===== src/rtl/fetch_unit.sv =====
// Instruction fetch sequencer: IDLE/RUN/HALTED control, PC update and a 16-entry branch-target LUT.
// Optional retired-instruction counter on the InstrCount port when FETCH_PERF_CNT_EN is defined.
module fetch_unit #(
    parameter int PC_W      = 10,
    parameter int LUT_DEPTH = 16
) (
    input  logic            Clk,
    input  logic            Reset_n,
    input  logic            Start,
    input  logic [PC_W-1:0] StartAddr,
    input  logic            Branch,
    input  logic            Halt,
    input  logic [3:0]      TargetIdx,
    input  logic            LutWrEn,
    input  logic [3:0]      LutAddr,
    input  logic [PC_W-1:0] LutData,
    output logic [PC_W-1:0] ProgCtr,
    output logic            Running,
    output logic            Done
`ifdef FETCH_PERF_CNT_EN
    ,
    output logic [15:0]     InstrCount
`endif
);

    localparam logic [1:0] ST_IDLE   = 2'd0;
    localparam logic [1:0] ST_RUN    = 2'd1;
    localparam logic [1:0] ST_HALTED = 2'd2;

    localparam logic [PC_W-1:0] PC_ONE = {{(PC_W-1){1'b0}}, 1'b1};

    logic [1:0]      state_r;
    logic [1:0]      state_nxt_s;
    logic [PC_W-1:0] pc_r;
    logic [PC_W-1:0] pc_nxt_s;
    logic            start_acc_s;
    logic            running_r;
    logic            done_r;
    logic [PC_W-1:0] lut_r [LUT_DEPTH];

    // Next-state and next-PC selection; Halt outranks Branch, Start only counts outside RUN
    always_comb begin
        state_nxt_s = state_r;
        pc_nxt_s    = pc_r;
        start_acc_s = 1'b0;
        case (state_r)
            ST_IDLE, ST_HALTED: begin
                if (Start) begin
                    state_nxt_s = ST_RUN;
                    pc_nxt_s    = StartAddr;
                    start_acc_s = 1'b1;
                end else begin
                    state_nxt_s = state_r;
                    pc_nxt_s    = pc_r;
                end
            end
            ST_RUN: begin
                if (Halt) begin
                    state_nxt_s = ST_HALTED;
                    pc_nxt_s    = pc_r;
                end else if (Branch) begin
                    pc_nxt_s    = lut_r[TargetIdx];
                end else begin
                    pc_nxt_s    = pc_r + PC_ONE;
                end
            end
            default: begin
                state_nxt_s = ST_IDLE;
                pc_nxt_s    = '0;
            end
        endcase
    end

    // State, PC and status flags; flags decode the next state so they line up with state_r
    always_ff @(posedge Clk or negedge Reset_n) begin
        if (!Reset_n) begin
            state_r   <= ST_IDLE;
            pc_r      <= '0;
            running_r <= 1'b0;
            done_r    <= 1'b0;
        end else begin
            state_r   <= state_nxt_s;
            pc_r      <= pc_nxt_s;
            running_r <= (state_nxt_s == ST_RUN);
            done_r    <= (state_nxt_s == ST_HALTED);
        end
    end

    // Branch-target table; a same-cycle branch read sees the pre-write entry
    always_ff @(posedge Clk or negedge Reset_n) begin
        if (!Reset_n) begin
            for (int i = 0; i < LUT_DEPTH; i++) begin
                lut_r[i] <= '0;
            end
        end else if (LutWrEn) begin
            lut_r[LutAddr] <= LutData;
        end else begin
            lut_r[LutAddr] <= lut_r[LutAddr];
        end
    end

    assign ProgCtr = pc_r;
    assign Running = running_r;
    assign Done    = done_r;

`ifdef FETCH_PERF_CNT_EN
    logic [15:0] cnt_r;

    // Retired-instruction count: every RUN cycle including the halting one, saturating
    always_ff @(posedge Clk or negedge Reset_n) begin
        if (!Reset_n) begin
            cnt_r <= 16'd0;
        end else if (start_acc_s) begin
            cnt_r <= 16'd0;
        end else if ((state_r == ST_RUN) && (cnt_r != 16'hFFFF)) begin
            cnt_r <= cnt_r + 16'd1;
        end else begin
            cnt_r <= cnt_r;
        end
    end

    assign InstrCount = cnt_r;
`else
    logic unused_start_acc_s;
    assign unused_start_acc_s = start_acc_s;
`endif

endmodule


===== config.mk =====
export PLATFORM = sky130hd
export DESIGN_NAME = fetch_unit
export DESIGN_NICKNAME = d
export VERILOG_FILES = /design/src/rtl/fetch_unit.sv
export SDC_FILE = /design/constraint.sdc
export NUM_CORES = 1
export LEC_CHECK = 0
export CAP_MARGIN = 20
export CORE_MARGIN = 8
export CORE_UTILIZATION = 35
export CTS_CLUSTER_SIZE = 30
export DETAILED_ROUTE_END_ITERATION = 10
export PLACE_DENSITY = 0.61
export SYNTH_ARGS = -nofsm -noshare
export SYNTH_HDL_FRONTEND = slang
export SYNTH_SLANG_ARGS = --single-unit

===== constraint.sdc =====
create_clock -name Clk -period 1.73 [get_ports Clk]
set_input_delay 0.2595 -clock Clk [delete_from_list [all_inputs] [get_ports Clk]]
set_output_delay 0.2595 -clock Clk [all_outputs]
set_load 0.03 [all_outputs]

# == Yosys cells after proc, flatten, opt, wreduce, memory -nomap -nowiden ==
# Cells that the tools add are included.
# totals
register_bits,174
input_bits,34
# classes
n_addsub,1
n_lt_le_gt_ge,3
eq_ne,6
n_mux,18
bitwise_logic,2
n_reduce_logical,4
# op_table
cell,count
$bwmux W160,2
$mux W160,1
$bmux W10 S4,2
$mux W10,8
$demux W10 S4,1
$pmux W10 S2,1
$add A10 B1 Y10 const B,1
$ge A5 B5 Y1 const B,2
$not A4 Y5,2
$lt A5 B1 Y1 const B,1
$eq A2 B1 Y1 const B,2
$eq A2 B2 Y1 const B,2
$mux W2,2
$ne A2 B2 Y1 const B,2
$pmux W2 S2,1
$logic_not A2 Y1,1
$reduce_and A2 Y1,1
$reduce_or A2 Y1,1
$logic_and A1 B1 Y1,1

# == Longest topological paths before layout ==
# Gate-level depths: netlist of run 1.
# logic_depth
ltp_word,7
mapped_depth,9
ltp_nobuf,6

# == Worst setup path after synthesis of run 1 ==
# Ideal clock, no wire load.
# synth_path
kind,input port to flip-flop
startpoint,in LutAddr[1]
endpoint,reg lut_r[109] in the netlist's numbering
setup_time_ns,0.145
t_arrival_ns,1.683
required_ns,1.585
setup_slack_ns,-0.098
cell_stages,9
path_cell_list,buf_6 > buf_6 > buf_2 > mux4_2 > mux2i_1 > nor2_1 > a221oi_4 > buf_6 > a21oi_2
# synth_via
elab_chain_cells,7
word_cells_on_any_way,12
classes_between,order compare (2); mux (8); bitwise (1); reduce/logical (1)
# synth_lines
element,line,rtl
from (decl),15,"input logic [3:0] LutAddr,"
$not A4 Y5 (not written as such) (*),"96, 98",
$ge A5 B5 Y1 (not written as such) or $lt A5 B1 Y1 (tied branches),"96, 98",
$logic_and A1 B1 Y1 (not written as such),"96, 98",
$mux W10 (not written as such),"96, 98",
$demux W10 S4,"96, 98",
"$bwmux W160, on equally long branches","98, 96",
$mux W160 (*),95,end else if (LutWrEn) begin
"to (signal, indexed assignment)",96,lut_r[LutAddr] <= LutData;
"to (signal, indexed assignment)",98,lut_r[LutAddr] <= lut_r[LutAddr];
to (decl),39,logic [PC_W-1:0] lut_r [LUT_DEPTH];
# Every way passes the cells marked *; elsewhere a longest branch is shown, timed or not. The select of a mux whose other input is x is not followed.
# A chain may end at the register's enable or synchronous reset.

# == Worst setup path in the final report of run 1 ==
# layout_path
startpoint,reg lut_r[3] in the netlist's numbering
endpoint,reg lut_r[63] in the netlist's numbering
# layout_via
elab_chain_cells,5
# layout_lines
element,line
$bmux W10 S4,98
$mux W10 (not written as such) (2 in series),98
$bwmux W160,98
$mux W160,95
# No other way between the ends. The select of a mux whose other input is x is not followed.

==> flow_summary.yaml, run 1 <==
place:
  place_congestion: 0.844
  placed_cells: 1409
  post-dp-hpwl_mm: 21.8
  io_buffer_count: 45
outcome:
  failed_checks: "setup timing"
  outcome: "finished with violations"
yosys:
  netlist_area_um2: 9930
  postSynthNetCount: 923
  synth_compound_gate_area_share_pct: 18.4
  number_of_standard_cells_after_synthesis: 888
  synth_top_area_share_pct: 43.9
  synth_area_leaders: "dfrtp_1 (44%), mux4_2 (13%), a21oi_2 (7.9%)"
  largest_area_contributor_in_the_synthesized_netlist: "dfrtp_1"
  yosys.area_share.xor_xnor_pct: 0.618
  synthArstFlopShare_pct: 100
  synthMuxAreaShare_pct: 20.6
  number_of_synthesized_flops_with_an_enable_pin: 0
  yosys.cell_types.count: 55
  largest_family_of_logic_cells_by_synthesized_area: "multiplexers"
  synth_flop_cell: "dfrtp_1"
  synth_area_in_adders_pct: 0.126
  seq_area_frac_synth_pct: 43.9
  flop_and_latch_count_out_of_synthesis: 174
  post_synth_and_or_nand_nor_area_fraction_pct: 11.4
  synth.avg_cell_area_um2: 11.2
  synth.yosys.warnings: 0
cts:
  clk_transition_reported_paths_ps: 70
  cts_root_buffer: "clkbuf_16"
  cts_tree: "built"
  cts_inserted_buffers: 17
  clock_sink_count: 174
  clock_latency_of_the_later_clocked_register_in_the_worst_skew_pair_ps: 440
  count_of_h_tree_levels_built_during_cts: 4
  cts.path.max_buffers: 2
floorplanning:
  starting_density_pct: 35.6
  die_area_um2: 34000
  die_width_um: 184
  rows: 61
  die_height_um: 184
  num_io_pins: 46
  coreArea_um2: 27900
drt:
  vias_per_cell: 5.32
  wl_mm: 30.2
  vias: 7749
  initial_detailed_routing_violation_count: 520
  detail_route.first_pass.iterations: 5
  remaining_drc_errors: 0
  antenna_violating_nets_post_route: 0
  avg_wl_per_cell_um: 20.8
global_routing:
  globalRoute.totalOverflow: 0
  gr-usage-all-layers_pct: 18.2
  first_global_vias: 8011
  grt_pass1_wl_mm: 47.3
  grt_max_degree: 44
  number_of_antenna_violations_at_the_first_check_in_global_routing: 0
worst_setup_path:
  crit_chain: "mux4_2 > mux2i_2 > nor2_2 > a221oi_4 > clkbuf_16 > a21oi_2"
  setup.worst_path.start_class: "register"
  critical_path.max_stage_delay_ps: 480
  worst_path_max_delay_cell: "mux4_2"
  worstPathRequired_ps: 2060
  crit_fanout: 8
  crit_path_start: "lut_r[3]"
  cpLargestDelayFamily: "multiplexers"
  timing.critical_path.depth: 6
  criticalPathCategory: "register to register"
  worst-path-buf-inv: 1
  critPathCaptureType: "register"
  reg2reg_depth: 6
  timing.rr.start: "lut_r[3]"
  timing.critical_path.arrival_ps: 2170
  timing.reg2reg.setup_slack_ps: -110
  worst_setup_path_endpoint: "lut_r[63]"
  regToRegEndpoint: "lut_r[63]"
finish:
  final_nets: 1100
  antenna_cells_inserted: 0
  finish.cell_count_without_fillers: 1456
  fillCellCount: 2539
  synth_to_final_area_change_pct: 32.3
  post-route-util_pct: 47.1
  drive_gt1_share_pct: 48.4
sta:
  worstMarginPinSlew_ps: 453
  drv_slew: 0
  setup_violations: 113
  finalClockSkew_ps: 12.0
  slew-limit-headroom_pct: 69.8
  final.period_utilization_pct: 106
  final_hold_viol_count: 0
  max_clock_freq_ghz: 0.544
  postLayoutSetupSlackWorst_ps: -108
  unrepaired_setup_endpoints_after_global_routing: "yes"
  whs_ps: 321
  finalWorstPathRequiredPeriod_ps: 1840
worst_hold_path:
  worst_hold_path_type: "input port to asynchronous set/reset pin"
power_and_ir_drop:
  maximum_vdd_drop_mv: 0.561
  cellPowerDensity_nw_per_um2: 1140
  p_leak_nw: 5.33
run:
  drv_cap: 0
## flip-flops by register name (all words and copies together), names as in the netlist
signal	cells
Running	1
state_r	2
lut_r	160
ProgCtr	10
Done	1
## layout make-up
class | instances | area (µm²) | share of cell area, %
Sequential cell | 174 | 4360 | 33.2
Clock inverter | 12 | 113 | 0.857
Multi-Input combinational cell | 630 | 5410 | 41.2
Inverter | 6 | 22.5 | 0.171
Clock buffer | 20 | 457 | 3.48
Tap cell | 378 | 473 | 3.60
Timing Repair Buffer | 236 | 2300 | 17.5
## stage by stage
step                      power, mW  setup WS, ps  setup TNS, ps  area [µm²]
final                          14.9          -108          -4550       13100
after global routing           15.7          -188         -17080       13100
after CTS                      14.7         -61.6          -2780       12800
after detailed placement       10.8          -547         -69450       12100
after global placement         10.6          -494         -62810       12100
after floorplan                8.77         -45.0          -2410        9960
## synth_stat cells, types with 6 or more instances
master    instances
clkbuf_1         37
o22ai_1          21
dfrtp_1         174
a21oi_1          22
a221oi_4         10
mux2i_1          24
nor3_1            6
o21ai_0          65
nand4_1           6
nand2b_1         13
mux4_2           56
nor2_1          142
buf_2            14
mux2_2           45
buf_6            17
nand2_1          64
a21oi_2          90
## timing repair
item | CTS | global route
setup endpoints to repair | 111 | 170
resized for setup | 98 | 62
hold buffers | 1 | 0
buffers inserted | 3 | 8
endpoints found under the hold margin | 34 | 0
cloned | 2 | 2
pin swaps | 21 | 39
## how the worst min path moves through the flow
| stage | startpoint | to | slack, ps | depth (start not counted) |
|---|---|---|---|---|
| 2_1_floorplan | Reset_n | Done | -40 | 0 |
| 3_3_place_gp | Reset_n | lut_r[155] | 220 | 1 |
| 3_5_place_dp | Reset_n | lut_r[75] | 220 | 1 |
| 4_1_cts | Reset_n | lut_r[25] | 340 | 2 |
| 5_1_grt | Reset_n | lut_r[126] | 370 | 2 |
| 6_report | Reset_n | lut_r[126] | 320 | 2 |
## power by group
part / internal (mW) / switching, mW / leakage, nW
clock: 2.07 / 1.71 / 0.277
sequential: 5.06 / 0.751 / 2.05
combinational: 2.80 / 2.54 / 3.01
total: 9.93 / 5.00 / 5.33
## kinds of logic (layout without fill, tap and decap cells)
group,after synthesis,after routing
xor gates and xnor gates,7,7
adders and majority gates,1,1
muxes,127,127
and+or+nand+nor,262,262
buffers and inverters,84,274
DFF,174,174
AOI/OAI and AO/OA,233,233
## cells in the final DEF (no fill, tap or decap), types with 14 or more instances in the layout
master,n
clkdlybuf4s50_1,28
buf_12,26
clkbuf_16,19
mux2i_1,17
o22ai_1,21
mux4_2,57
buf_4,146
o21ai_1,14
buf_6,17
o21ai_2,38
dfrtp_1,171
nand2_1,64
nor2_1,136
mux2_2,42
a21oi_2,107
## routing by layer
metal / vias up / share of wire, % / global-route usage (%)
met5: - / 0 / 0
met4: 0 / 1.3 / 4.19
met3: 26 / 5.3 / 4.04
met2: 199 / 47 / 29.3
met1: 3927 / 46 / 24.7
li1: 3597 / - / -
Note: power is estimated with default switching activity, not from simulation.
==> inputs of run 2 (changes only) <==
--- a/config.mk
+++ b/config.mk
@@ -5,6 +5,7 @@
 export SDC_FILE = /design/constraint.sdc
 export NUM_CORES = 1
 export LEC_CHECK = 0
+export ABC_AREA = 1
 export CAP_MARGIN = 20
 export CORE_MARGIN = 8
 export CORE_UTILIZATION = 35
==> run 2 against run 1 <==
Net effect: the flow now finishes without violations; critical path depth is 5 lower; sequential share of layout area is 1.6 points higher; via count is 37% higher; routed wire length is 19% higher; fmax is 9.0% higher; combinational power is 28% lower; sequential power hardly changed; critical endpoint is now Running; highest routed layer unchanged.
==> flow_summary.yaml, run 2 <==
cts:
  clock_sink_count: 174
  clk_transition_reported_paths_ps: 70
  clock_latency_of_the_later_clocked_register_in_the_worst_skew_pair_ps: 440
  count_of_h_tree_levels_built_during_cts: 4
  cts_inserted_buffers: 17
  cts.path.max_buffers: 2
  cts_root_buffer: "clkbuf_16"
  cts_tree: "built"
yosys:
  number_of_synthesized_flops_with_an_enable_pin: 0
  synth.avg_cell_area_um2: 6.99
  postSynthNetCount: 1502
  synth_flop_cell: "dfrtp_1"
  synth_common_cells: "nand2_1 (549), nand3_1 (247), dfrtp_1 (174), inv_1 (89), o21ai_0 (78)"
  seq_area_frac_synth_pct: 42.4
  yosys.cell_count.top_type: "nand2_1"
  synth_area_leaders: "dfrtp_1 (42%), nand2_1 (20%), nand3_1 (12%)"
  yosys.cell_types.count: 35
  netlist_area_um2: 10300
  flop_and_latch_count_out_of_synthesis: 174
  synth_top_area_share_pct: 42.4
  number_of_standard_cells_after_synthesis: 1467
  synthArstFlopShare_pct: 100
  largest_area_contributor_in_the_synthesized_netlist: "dfrtp_1"
  synth.yosys.warnings: 0
sta:
  finalClockSkew_ps: 12.7
  whs_ps: 344
  max_clock_freq_ghz: 0.593
  slew-limit-headroom_pct: 64.0
  final.period_utilization_pct: 97.5
  unrepaired_setup_endpoints_after_global_routing: "no"
  setup_violations: 0
  drv_slew: 0
  worstMarginPinSlew_ps: 541
  finalWorstPathRequiredPeriod_ps: 1690
  final_hold_viol_count: 0
worst_hold_path:
  worst_hold_path_type: "input port to asynchronous set/reset pin"
worst_setup_path:
  critical_path.max_stage_delay_ps: 670
  setup.worst_path.start_class: "register"
  worst_path_max_delay_cell: "clkdlybuf4s50_1"
  worstPathRequired_ps: 1470
  timing.critical_path.arrival_ps: 1430
  criticalPathCategory: "register to output port"
  worst-path-buf-inv: 1
  crit_chain: "clkdlybuf4s50_1"
  cpLargestDelayFamily: "buffers and inverters"
  critPathCaptureType: "output port"
  timing.reg2reg.setup_slack_ps: 200
  crit_fanout: 1
drt:
  antenna_violating_nets_post_route: 0
  avg_wl_per_cell_um: 18.6
  vias_per_cell: 5.47
  remaining_drc_errors: 0
  initial_detailed_routing_violation_count: 879
  vias: 10600
  detail_route.first_pass.iterations: 7
  wl_mm: 36.0
finish:
  drive_gt1_share_pct: 12.7
  largest_register_ffs: 160
  antenna_cells_inserted: 0
  fillCellCount: 2909
  final_nets: 1580
  max_flop_register: "lut_r"
  layout_common_cells: "nand2_1 (548), nand3_1 (246), dfrtp_1 (174), buf_4 (88), inv_1 (86)"
  synth_to_final_area_change_pct: 22.0
  final_common_cell: "nand2_1"
  post-route-util_pct: 43.5
  finish.cell_count_without_fillers: 1938
floorplanning:
  starting_density_pct: 35.6
  die_height_um: 187
  die_area_um2: 35000
  rows: 62
  num_io_pins: 46
  coreArea_um2: 28800
  die_width_um: 187
place:
  place_congestion: 0.880
  io_buffer_count: 45
  placed_cells: 1901
  post-dp-hpwl_mm: 25.0
global_routing:
  use_met2_pct: 32.7
  first_global_vias: 10200
  number_of_antenna_violations_at_the_first_check_in_global_routing: 0
  grt_util_met1_pct: 27.3
  grt_pass1_wl_mm: 57.3
  grt_max_degree: 55
  met3_usage_pct: 2.35
  globalRoute.totalOverflow: 0
  top_usage_layer: "met2"
  gr-usage-all-layers_pct: 20.3
power_and_ir_drop:
  p_leak_nw: 6.19
  total_power_mw: 13.7
  maximum_vdd_drop_mv: 0.773
  cellPowerDensity_nw_per_um2: 1100
outcome:
  outcome: "complete, no violations"
run:
  drv_cap: 0
==> run 2: routing by layer <==
metal / wire length, µm / up-vias / share of wire (%)
li1: - / 4921 / -
met1: 15700 / 5116 / 43
met2: 16600 / 482 / 46
met3: 2590 / 82 / 7.2
met4: 1150 / 0 / 3.2
met5: 0 / - / 0
==> run 2: cell type report <==
cell class	instances	area [µm²]	share of cell area, %
Inverter	95	367	2.93
Tap cell	384	480	3.84
Sequential cell	174	4350	34.8
Multi-Input combinational cell	1098	5100	40.8
Clock inverter	7	138	1.10
Timing Repair Buffer	159	1600	12.8
Clock buffer	21	470	3.76
==> run 2: final timing paths <==
path / startpoint / end / depth (start not counted)
max: Running / Running / 1
min: Reset_n / Running / 2
max reg2reg: ProgCtr[1] / ProgCtr[6] / 8
min reg2reg: lut_r[123] / lut_r[123] / 2
max in group asynchronous: Reset_n / lut_r[71] / 3
min in group Clk: Start / Running / 3
==> run 2: stage by stage <==
step | setup TNS [ps] | cell area (µm²) | setup slack [ps]
after global routing | 0 | 12500 | 5.29
after global placement | -86480 | 11800 | -667
after detailed placement | -90960 | 11800 | -700
after CTS | 0 | 12400 | 20.3
after floorplan | 0 | 10300 | 128
final | 0 | 12500 | 43.8
==> run 2: report_power, final <==
part | internal, mW | leakage (nW) | total (mW) | switching (mW)
clock network | 2.50 | 0.297 | 4.14 | 1.64
registers | 5.00 | 2.20 | 5.79 | 0.787
logic | 1.50 | 3.70 | 3.82 | 2.32
==> run 2: kinds of logic (layout without fill, tap and decap cells) <==
| group | Yosys count | after routing | synth area share, % |
|---|---|---|---|
| adder cells (fa/ha/maj) | 1 | 1 | 0.122 |
| buffers and inverters | 195 | 282 | 8.21 |
| XOR/XNOR | 4 | 4 | 0.342 |
| AND/OR/NAND/NOR | 893 | 893 | 37.1 |
| flip-flops | 174 | 174 | 42.4 |
| AO/OA/AOI/OAI | 200 | 200 | 11.8 |
==> run 2: timing repair <==
action | 4_1_cts | 5_1_grt
setup buffers | 2 | 6
endpoints found under the hold margin | 38 | 0
pin swaps | 0 | 1
endpoints found under the setup margin | 170 | 58
hold buffers | 1 | 0
gates resized for setup | 18 | 13
